$ cat config.mk
export PLATFORM = sky130hd
export DESIGN_NAME = fifo_wr_arbiter
export DESIGN_NICKNAME = d
export VERILOG_FILES = /design/src/rtl/fifo_arb_pkg.sv /design/src/rtl/rr_picker.sv /design/src/rtl/fifo_wr_arbiter.sv
export SDC_FILE = /design/constraint.sdc
export NUM_CORES = 1
export LEC_CHECK = 0
export ABC_CLOCK_PERIOD_IN_PS = 2800
export CORE_MARGIN = 1
export CORE_UTILIZATION = 44
export CTS_CLUSTER_DIAMETER = 40
export DETAILED_ROUTE_END_ITERATION = 7
export GPL_ROUTABILITY_DRIVEN = 0
export PLACE_DENSITY_LB_ADDON = 0.15
export SETUP_SLACK_MARGIN = 0.15
export SYNTH_ARGS = -nofsm -noshare
export SYNTH_HDL_FRONTEND = slang
export SYNTH_HIERARCHICAL = 1
export SYNTH_SLANG_ARGS = --single-unit
$ cat constraint.sdc
create_clock -name i_clk -period 2.8 [get_ports i_clk]
set_input_delay 0.56 -clock i_clk [delete_from_list [all_inputs] [get_ports i_clk]]
set_output_delay 0.56 -clock i_clk [all_outputs]
set_load 0.01 [all_outputs]
$ cat src/rtl/fifo_arb_pkg.sv
// Shared types and width helpers for the FIFO write-port arbiter.
package fifo_arb_pkg;

  typedef enum logic {
    IDLE  = 1'b0,
    BURST = 1'b1
  } arb_state_e;

  localparam int STATS_W = 16;

  // Index width for a range of n values; never below one bit.
  function automatic int idx_width(input int n);
    return (n > 1) ? $clog2(n) : 1;
  endfunction

endpackage

$ cat src/rtl/rr_picker.sv
// Combinational round-robin priority encoder: first set request at or above
// i_ptr (wrapping), returned one-hot with an any-request flag.
module rr_picker
  import fifo_arb_pkg::*;
#(
  parameter int G_NUM_REQ = 4,
  parameter int G_PTR_W   = idx_width(G_NUM_REQ)
) (
  input  logic [G_NUM_REQ-1:0] i_req,
  input  logic [G_PTR_W-1:0]   i_ptr,
  output logic [G_NUM_REQ-1:0] o_sel,
  output logic                 o_any
);

  localparam logic [G_PTR_W:0] NUM = (G_PTR_W+1)'(G_NUM_REQ);

  logic [G_PTR_W:0] cand;

  // NOTE: every output gets a default before the loop so no latch is inferred.
  always_comb begin
    o_sel = '0;
    o_any = 1'b0;
    cand  = '0;
    for (int i = 0; i < G_NUM_REQ; i++) begin
      cand = {1'b0, i_ptr} + (G_PTR_W+1)'(i);
      if (cand >= NUM) cand = cand - NUM;
      if (!o_any && i_req[cand[G_PTR_W-1:0]]) begin
        o_sel[cand[G_PTR_W-1:0]] = 1'b1;
        o_any                    = 1'b1;
      end
    end
  end

endmodule

$ cat src/rtl/fifo_wr_arbiter.sv
// Round-robin burst arbiter sharing one FIFO write port among G_NUM_REQ
// requesters. Define FIFO_WR_ARB_STATS_EN to add per-requester beat counters.
module fifo_wr_arbiter
  import fifo_arb_pkg::*;
#(
  parameter int G_WIDTH     = 8,
  parameter int G_NUM_REQ   = 4,
  parameter int G_MAX_BURST = 4
) (
  input  logic                         i_clk,
  input  logic                         i_rst,
  input  logic [G_NUM_REQ-1:0]         i_req,
  input  logic [G_NUM_REQ*G_WIDTH-1:0] i_data,
  input  logic [G_NUM_REQ-1:0]         i_last,
  output logic [G_NUM_REQ-1:0]         o_ack,
  output logic [G_NUM_REQ-1:0]         o_grant,
  output logic                         o_wren,
  output logic [G_WIDTH-1:0]           o_data,
  input  logic                         i_full
`ifdef FIFO_WR_ARB_STATS_EN
  , input  logic                         i_stats_clr
  , output logic [G_NUM_REQ*STATS_W-1:0] o_beat_cnt
`endif
);

  localparam int PW = idx_width(G_NUM_REQ);
  localparam int CW = idx_width(G_MAX_BURST + 1);
  localparam logic [PW-1:0] LAST_IDX = PW'(G_NUM_REQ - 1);
  localparam logic [CW-1:0] MAX_CNT  = CW'(G_MAX_BURST);

  arb_state_e             state_q, state_d;
  logic [PW-1:0]          ptr_q, ptr_d;
  logic [PW-1:0]          gidx_q, gidx_d;
  logic [CW-1:0]          cnt_q, cnt_d, cnt_inc;
  logic [G_NUM_REQ-1:0]   grant_q, grant_d;
  logic [G_NUM_REQ-1:0]   pick_sel;
  logic                   pick_any;
  logic [PW-1:0]          pick_idx;
  logic                   wren;
  logic                   burst_end;

  rr_picker #(
    .G_NUM_REQ (G_NUM_REQ),
    .G_PTR_W   (PW)
  ) u_picker (
    .i_req (i_req),
    .i_ptr (ptr_q),
    .o_sel (pick_sel),
    .o_any (pick_any)
  );

  always_comb begin
    pick_idx = '0;
    for (int i = 0; i < G_NUM_REQ; i++) begin
      if (pick_sel[i]) pick_idx = PW'(i);
    end
  end

  // The write is suppressed in the cycle reset is sampled.
  always_comb begin
    wren = 1'b0;
    if (state_q == BURST && !i_rst) wren = i_req[gidx_q] & ~i_full;
  end

  // gidx_q is 0 outside a burst, so idle data comes from requester 0.
  assign o_wren  = wren;
  assign o_ack   = grant_q & {G_NUM_REQ{wren}};
  assign o_grant = grant_q;
  assign o_data  = i_data[int'(gidx_q)*G_WIDTH +: G_WIDTH];

  always_comb begin
    state_d   = state_q;
    ptr_d     = ptr_q;
    gidx_d    = gidx_q;
    cnt_d     = cnt_q;
    grant_d   = grant_q;
    burst_end = 1'b0;
    cnt_inc   = cnt_q + CW'(1);
    case (state_q)
      IDLE: begin
        if (pick_any) begin
          state_d = BURST;
          grant_d = pick_sel;
          gidx_d  = pick_idx;
          cnt_d   = '0;
        end
      end
      BURST: begin
        if (!i_req[gidx_q]) begin
          burst_end = 1'b1;
        end else if (wren) begin
          cnt_d = cnt_inc;
          if (i_last[gidx_q] || cnt_inc == MAX_CNT) burst_end = 1'b1;
        end
        if (burst_end) begin
          state_d = IDLE;
          grant_d = '0;
          gidx_d  = '0;
          cnt_d   = '0;
          ptr_d   = (gidx_q == LAST_IDX) ? '0 : gidx_q + PW'(1);
        end
      end
      default: state_d = IDLE;
    endcase
  end

  // NOTE: state uses non-blocking assignments so every register samples pre-edge values.
  always_ff @(posedge i_clk) begin
    if (i_rst) begin
      state_q <= IDLE;
      ptr_q   <= '0;
      gidx_q  <= '0;
      cnt_q   <= '0;
      grant_q <= '0;
    end else begin
      state_q <= state_d;
      ptr_q   <= ptr_d;
      gidx_q  <= gidx_d;
      cnt_q   <= cnt_d;
      grant_q <= grant_d;
    end
  end

`ifdef FIFO_WR_ARB_STATS_EN
  logic [STATS_W-1:0] beat_cnt_q [G_NUM_REQ];

  always_ff @(posedge i_clk) begin
    for (int k = 0; k < G_NUM_REQ; k++) begin
      if (i_rst || i_stats_clr) begin
        beat_cnt_q[k] <= '0;
      end else if (o_ack[k] && beat_cnt_q[k] != '1) begin
        beat_cnt_q[k] <= beat_cnt_q[k] + STATS_W'(1);
      end
    end
  end

  for (genvar k = 0; k < G_NUM_REQ; k++) begin : g_stats
    assign o_beat_cnt[k*STATS_W +: STATS_W] = beat_cnt_q[k];
  end
`endif

endmodule
Word level (Yosys, flattened, before mapping)
Index checks and enable logic that the tools add are counted.
{"block": "op_classes", "n_addsub": 9, "n_lt_le_gt_ge": 13, "n_eq_ne": 6, "n_shift": 1, "muxes": 55, "n_bitwise": 7, "reduce_logical": 16}
{"cell": "variable part select 32 x 6 -> 8 bit", "n": 1}
{"cell": "two-way mux 4 bit", "n": 6}
{"cell": "two-way mux 1 bit", "n": 22}
{"cell": "two-way mux 2 bit", "n": 9}
{"cell": "less-than comparator 2 x 3 -> 1 bit (second input constant)", "n": 5}
{"cell": "binary-select mux 1 bit (select 2 bit)", "n": 6}
{"cell": "two-way mux 3 bit", "n": 4}
{"cell": "bitwise OR 4 bit", "n": 3}
{"cell": ">= comparator 3 bit (second input constant)", "n": 3}
{"cell": "demux 1 bit (select 2 bit)", "n": 4}
{"cell": ">= comparator 2 x 1 -> 1 bit (second input constant)", "n": 4}
{"cell": "logical AND 1 bit", "n": 8}
{"cell": "one-hot mux 4 bit (2 select lines)", "n": 1}
{"cell": "subtractor 2 x 1 -> 2 bit (second input constant)", "n": 4}
{"cell": "adder 2 x 2 -> 3 bit (second input constant)", "n": 2}
{"cell": "!= test 3 x 1 -> 1 bit (second input constant)", "n": 2}
{"cell": "one-hot mux 3 bit (2 select lines)", "n": 1}
{"cell": "bitwise AND 4 bit", "n": 1}
{"cell": "zero test 1 bit", "n": 4}
{"cell": "one-hot mux 2 bit (2 select lines)", "n": 1}
{"cell": "AND reduction 2 bit", "n": 2}
{"cell": "adder 2 x 1 -> 3 bit (second input constant)", "n": 1}
{"cell": "adder 3 x 1 -> 3 bit (second input constant)", "n": 1}
{"cell": "equality test 3 bit (second input constant)", "n": 1}
{"cell": "other kinds (10)", "n": 11}
{"block": "word_totals", "ff_bits": 12, "input_bits": 43, "output_inout_bits": 17, "word_cells": 112}

Logic depth before layout (Yosys ltp)
Gate-level depths: netlist of the first run.
{"block": "depth", "depth_word": 19, "depth_mapped": 11, "ltp_nobuf": 9}

Cells and area by module
Netlist of the first run, hierarchy kept.
{"module": "fifo_wr_arbiter", "instances": 1, "cells_per_inst": 95, "area_per_inst_um2": 960.9, "seq_area_each_um2": 240.2}
{"module": "rr_picker", "instances": 1, "cells_per_inst": 62, "area_per_inst_um2": 508.0, "seq_area_each_um2": 0.0}

Worst setup path after synthesis of the first run
OpenSTA, ideal clock, no wires.
{"block": "synth_timing", "path_type": "reg-to-reg", "start": "register ptr_q[0]", "end": "register gidx_q[0]", "setup_ns": 0.121, "t_arrival_ns": 2.141, "t_required_ns": 2.679, "setup_slack_ns": 0.538, "path_stages_with_launch": 12, "path_buffers": 2, "synth_period_minus_slack_ns": 2.262, "cell_sequence": "dfxtp_1 buf_6 inv_1 ha_1 buf_2 mux2i_1 mux2_2 a211oi_1 o2bb2ai_1 nor2b_1 o21ai_0 o21ai_1"}
{"block": "synth_via", "elab_chain_cells": 19, "elab_cells_between_ends": 67, "cone_classes": "add/sub (7); order compare (12); eq/ne (1); mux (33); bitwise (3); reduce/logical (11)"}
{"element": "start, declared", "line": "fifo_wr_arbiter.sv:32", "rtl": "logic [PW-1:0] ptr_q, ptr_d;"}
{"element": "start signal, assigned", "line": "fifo_wr_arbiter.sv:117", "rtl": "ptr_q <= ptr_d;"}
{"element": "branches (longest 13 deep; another with adder 2 x 1 -> 3 bit)"}
{"element": "two-way mux 4 bit *", "line": "rr_picker.sv:27", "rtl": "if (!o_any && i_req[cand[G_PTR_W-1:0]]) begin"}
{"element": "via pick_sel[1]", "line": "fifo_wr_arbiter.sv:36", "rtl": "logic [G_NUM_REQ-1:0] pick_sel;"}
{"element": "two-way mux 1 bit *", "line": "fifo_wr_arbiter.sv:55", "rtl": "if (pick_sel[i]) pick_idx = PW'(i);"}
{"element": "two-way mux 2 bit * (2 in series)", "line": "fifo_wr_arbiter.sv:55"}
{"element": "two-way mux 2 bit *", "line": "fifo_wr_arbiter.sv:81", "rtl": "if (pick_any) begin"}
{"element": "one-hot mux 2 bit (2 select lines) *", "line": "fifo_wr_arbiter.sv:79", "rtl": "case (state_q)"}
{"element": "end signal, assigned", "line": "fifo_wr_arbiter.sv:118", "rtl": "gidx_q <= gidx_d;"}
{"element": "end, declared", "line": "fifo_wr_arbiter.sv:33", "rtl": "logic [PW-1:0] gidx_q, gidx_d;"}
Mark *: on every way through the listed nets, which the timed path passes. The select of a mux whose other input is x is not followed.
A chain may end at the register's enable or synchronous reset.

Worst setup path after layout of the first run
{"block": "layout_timing", "start": "input port i_req[0]", "end": "output port o_ack[2]"}
{"block": "layout_via", "elab_chain_cells": 5}
{"element": "start, declared", "line": "fifo_wr_arbiter.sv:12", "rtl": "input logic [G_NUM_REQ-1:0] i_req,"}
{"element": "binary-select mux 1 bit (select 2 bit)", "line": "fifo_wr_arbiter.sv:62", "rtl": "if (state_q == BURST && !i_rst) wren = i_req[gidx_q] & ~i_full;"}
{"element": "two-way mux 1 bit (implied by the code)", "line": "fifo_wr_arbiter.sv:62"}
{"element": "bitwise AND 1 bit", "line": "fifo_wr_arbiter.sv:62"}
{"element": "two-way mux 1 bit", "line": "fifo_wr_arbiter.sv:62"}
{"element": "bitwise AND 4 bit", "line": "fifo_wr_arbiter.sv:67", "rtl": "assign o_ack = grant_q & {G_NUM_REQ{wren}};"}
{"element": "end, declared", "line": "fifo_wr_arbiter.sv:15", "rtl": "output logic [G_NUM_REQ-1:0] o_ack,"}
No other way between the ends. The select of a mux whose other input is x is not followed.

==> out/qor.yml, run 1 <==
finalNetCount: 276
peakVddDrop_mv: 0.4594
tns_ns: 0
avgSynthCellArea_um2: 9.356
cts.sinks: 12
core-area_mm2: 0.003103
synth-async-reset-ratio_pct: 0
rows: 20
worstSetupStartpoint: "i_req[0]"
start_kind: "input pin"
wirelength_mm: 4.280
clkLatencyLatePin_ns: 0.28
status: "completed"
area_growth_syn_to_layout_pct: 49.40
crit_chain: "clkdlybuf4s50_1 > mux4_2 > and3_4 > and2_1 > clkdlybuf4s15_1"
fp.dieW_um: 59.78
end_kind: "primary output"
via_count: 1531
rr_startpoint: "ptr_q[0]"
grt_use_met1_pct: 32.76
finalMaxSlewViolations: 0
grt_first_pass_wirelength_mm: 6.734
num_io_pins: 60
regArea_um2: 240.2
yosys.area_share.simple_pct: 24.28
multi_input_area_mm2: 0.001152
finalHoldViolCount: 0
fp.dieH_um: 59.78
hp-start: "cnt_q[2]"
ant_nets: 0
gr-usage-met3_pct: 4.545
worstPathMaxFanout: 5
ys_seq_area_share_pct: 16.35
path_delay_family: "buffers and inverters"
viasPerCell: 5.734
cpMaxStageDelayCell: "mux4_2"
ctsHoldBuffers: 0
cts_root_buf: "clkbuf_4"
setup_viol: 0
final.period_utilization_pct: 93.18
ys_types: 48
grt_max_degree: 24
rsz0062_at_grt: "yes"
muxShareOfSynthArea_pct: 23.08
start_util_pct: 47.34
cts_made_buffers: 3
yosysWarningCount: 6
fillers: 248
dpl.hpwl_mm: 3.460
maxCapViolations: 0
hp-class: "reg -> reg"
crit_path_max_incr_delay_ns: 0.49
synth.net_count: 209
synth-compound-area-share_pct: 22.49
critPathBufInv: 2
antenna_found_initial: 0
cp_data_arrival_time_ns: 2.05
slew_headroom_pct: 70.90
timing.fmax_ghz: 0.3833
worst_pin_slew_ns: 0.4244
ys.flop_type: "dfxtp_1"
detailedRoute.firstPassIterationCount: 4
layout_min_cycle_time_ns: 2.609
postCtsSetupBuffers: 0
drc_errors: 0
reg2reg_depth: 10
synth_top_family_by_area: "simple AND/OR/NAND/NOR gates"
grt_usage_pct: 25.24
powerDensity_mw_per_mm2: 634.7
whs_ns: 0.5047
drive_gt1_share_pct: 17.94
cts_tree: "done"
p_leak_uw: 0.0008094
clk_pin_slew_ns: 0.08
crit_cells: 5
die-area_mm2: 0.003574
grt_pass1_vias: 1436
cts_max_path_buffers: 2
grt_use_met2_pct: 42.54
skew_ns: 0.001569
ys_ff_latch: 12
synth_edf_count: 0
overflow: 0
setup.worst_path.class: "in -> out"
synth_area_mm2: 0.001469
wire_per_inst_um: 16.03
diodes: 0
hold_depth: 2
synth-xor-area-share_pct: 0.5963
dr.first_iter.drc_count: 84
synth-adder-area-share_pct: 7.666
critPathRequiredTime_ns: 2.24
synthCells: 157
portBuffers: 59
h-tree-depth: 1
busiest_layer: "met2"
[repair_timing]
action,CTS,global route
setup endpoints to repair,5,4
endpoints found under the hold margin,0,0
gates resized for setup,8,4
pin swaps,1,0
[through the flow]
stage          util, %  area (um2)  total power [uW]  instances  worst slack, ns
6_report         70.73        2195              1393        267           0.1911
5_1_grt          70.73        2195              1495        267           0.1339
4_1_cts          70.52        2188              1392        267           0.1405
3_5_place_dp     69.40        2153              1245        263          -0.1374
3_3_place_gp     69.40        2153              1210        263         -0.08584
2_1_floorplan        -        1469             904.0        157           0.5385
[registers in the layout, summed over array words and instances, names as in the netlist]
| register | count |
|---|---|
| ptr_q | 2 |
| o_grant | 4 |
| gidx_q | 2 |
| state_q | 1 |
| cnt_q | 3 |
[power by group]
group	total (uW)	switching, uW	internal (uW)
registers	246	31.6	215
clock network	146	66.5	79.3
logic	1000	482	518
[Yosys cell counts (2+ instances only)]
library cell	number	area, um2
nor2_1	9	33.78
o21ai_1	3	15.01
nor3b_1	3	22.52
nand4_1	4	25.02
o21ai_0	2	10.01
buf_2	5	25.02
a21oi_1	3	15.01
mux2i_1	8	80.08
nor3_1	2	10.01
and2_1	5	31.28
inv_1	6	22.52
nand3b_1	3	22.52
buf_6	2	22.52
mux4_2	10	225.2
dfxtp_1	12	240.2
or4b_1	2	20.02
o22ai_1	7	43.79
nand3_1	5	25.02
ha_1	9	112.6
a22o_1	4	35.03
a211oi_1	2	15.01
nor2b_1	3	18.77
clkbuf_1	3	11.26
mux2_2	3	33.78
or3b_1	2	17.52
and3_1	3	18.77
nand2_1	7	26.28
nand2b_1	6	37.54
o2bb2ai_1	4	35.03
a2111oi_2	2	30.03
[placed cells by master, fill, tap and decap left out, drive strengths merged, types with 5 or more instances in the layout]
master         Yosys  final
clkdlybuf4s50      0     52
buf                7     13
dfxtp             12     12
mux4              10     10
nor2               9      9
ha                 9      9
mux2i              8      8
nand2              7      7
o22ai              7      7
inv                6      6
nand2b             6      6
and2               5      5
nand3              5      5
o21ai              5      5
[final timing paths]
path	end	slack (ns)
setup / recovery	o_ack[2]	0.19
hold / removal	cnt_q[2]	0.50
setup reg to reg	gidx_q[0]	0.39
hold reg to reg	cnt_q[2]	0.50
[layer usage]
metal	wire length, um	up-vias
li1	-	749
met1	1862	740
met2	2151	38
met3	220	4
met4	45	0
met5	0	-
[kinds of logic (layout without fill, tap and decap cells)]
logic type                 after synthesis  after routing
AOI/OAI and AO/OA                       38             38
xor gates and xnor gates                 1              1
adders and majority gates                9              9
buffers and inverters                   16             82
DFF                                     12             12
muxes                                   21             21
and+or+nand+nor                         60             60
[final cells by class]
type | instances | area share [%]
clock buffer | 4 | 1.653
timing repair buffer | 72 | 31.36
tap | 44 | 2.509
inverter | 6 | 1.026
sequential | 12 | 10.95
multi-input combinational | 129 | 52.51
[worst register-to-register path, cell delays in order (launching register included)]
cell and delay (ns):
dfxtp_1 0.33, inv_1 0.10, ha_1 0.43, mux2i_1 0.16, buf_4 0.16, mux2_2 0.31, a211oi_1 0.24, o2bb2ai_1 0.13
nor2b_1 0.14, o21ai_0 0.20, o21ai_1 0.09
(Power assumes the default switching activity.)
==> run 2: changes to the inputs <==
- CORE_MARGIN: 1 -> unset
- CTS_CLUSTER_DIAMETER: 40 -> 80
==> results of run 2 <==
Same layout as run 1: the final DEF is identical, and so are final timing and power.
==> run 3: changes to the inputs <==
- GPL_ROUTABILITY_DRIVEN: 0 -> unset
- SLEW_MARGIN: unset -> 20
==> results of run 3 <==
Same layout as run 1: the final DEF is identical, and so are final timing and power.
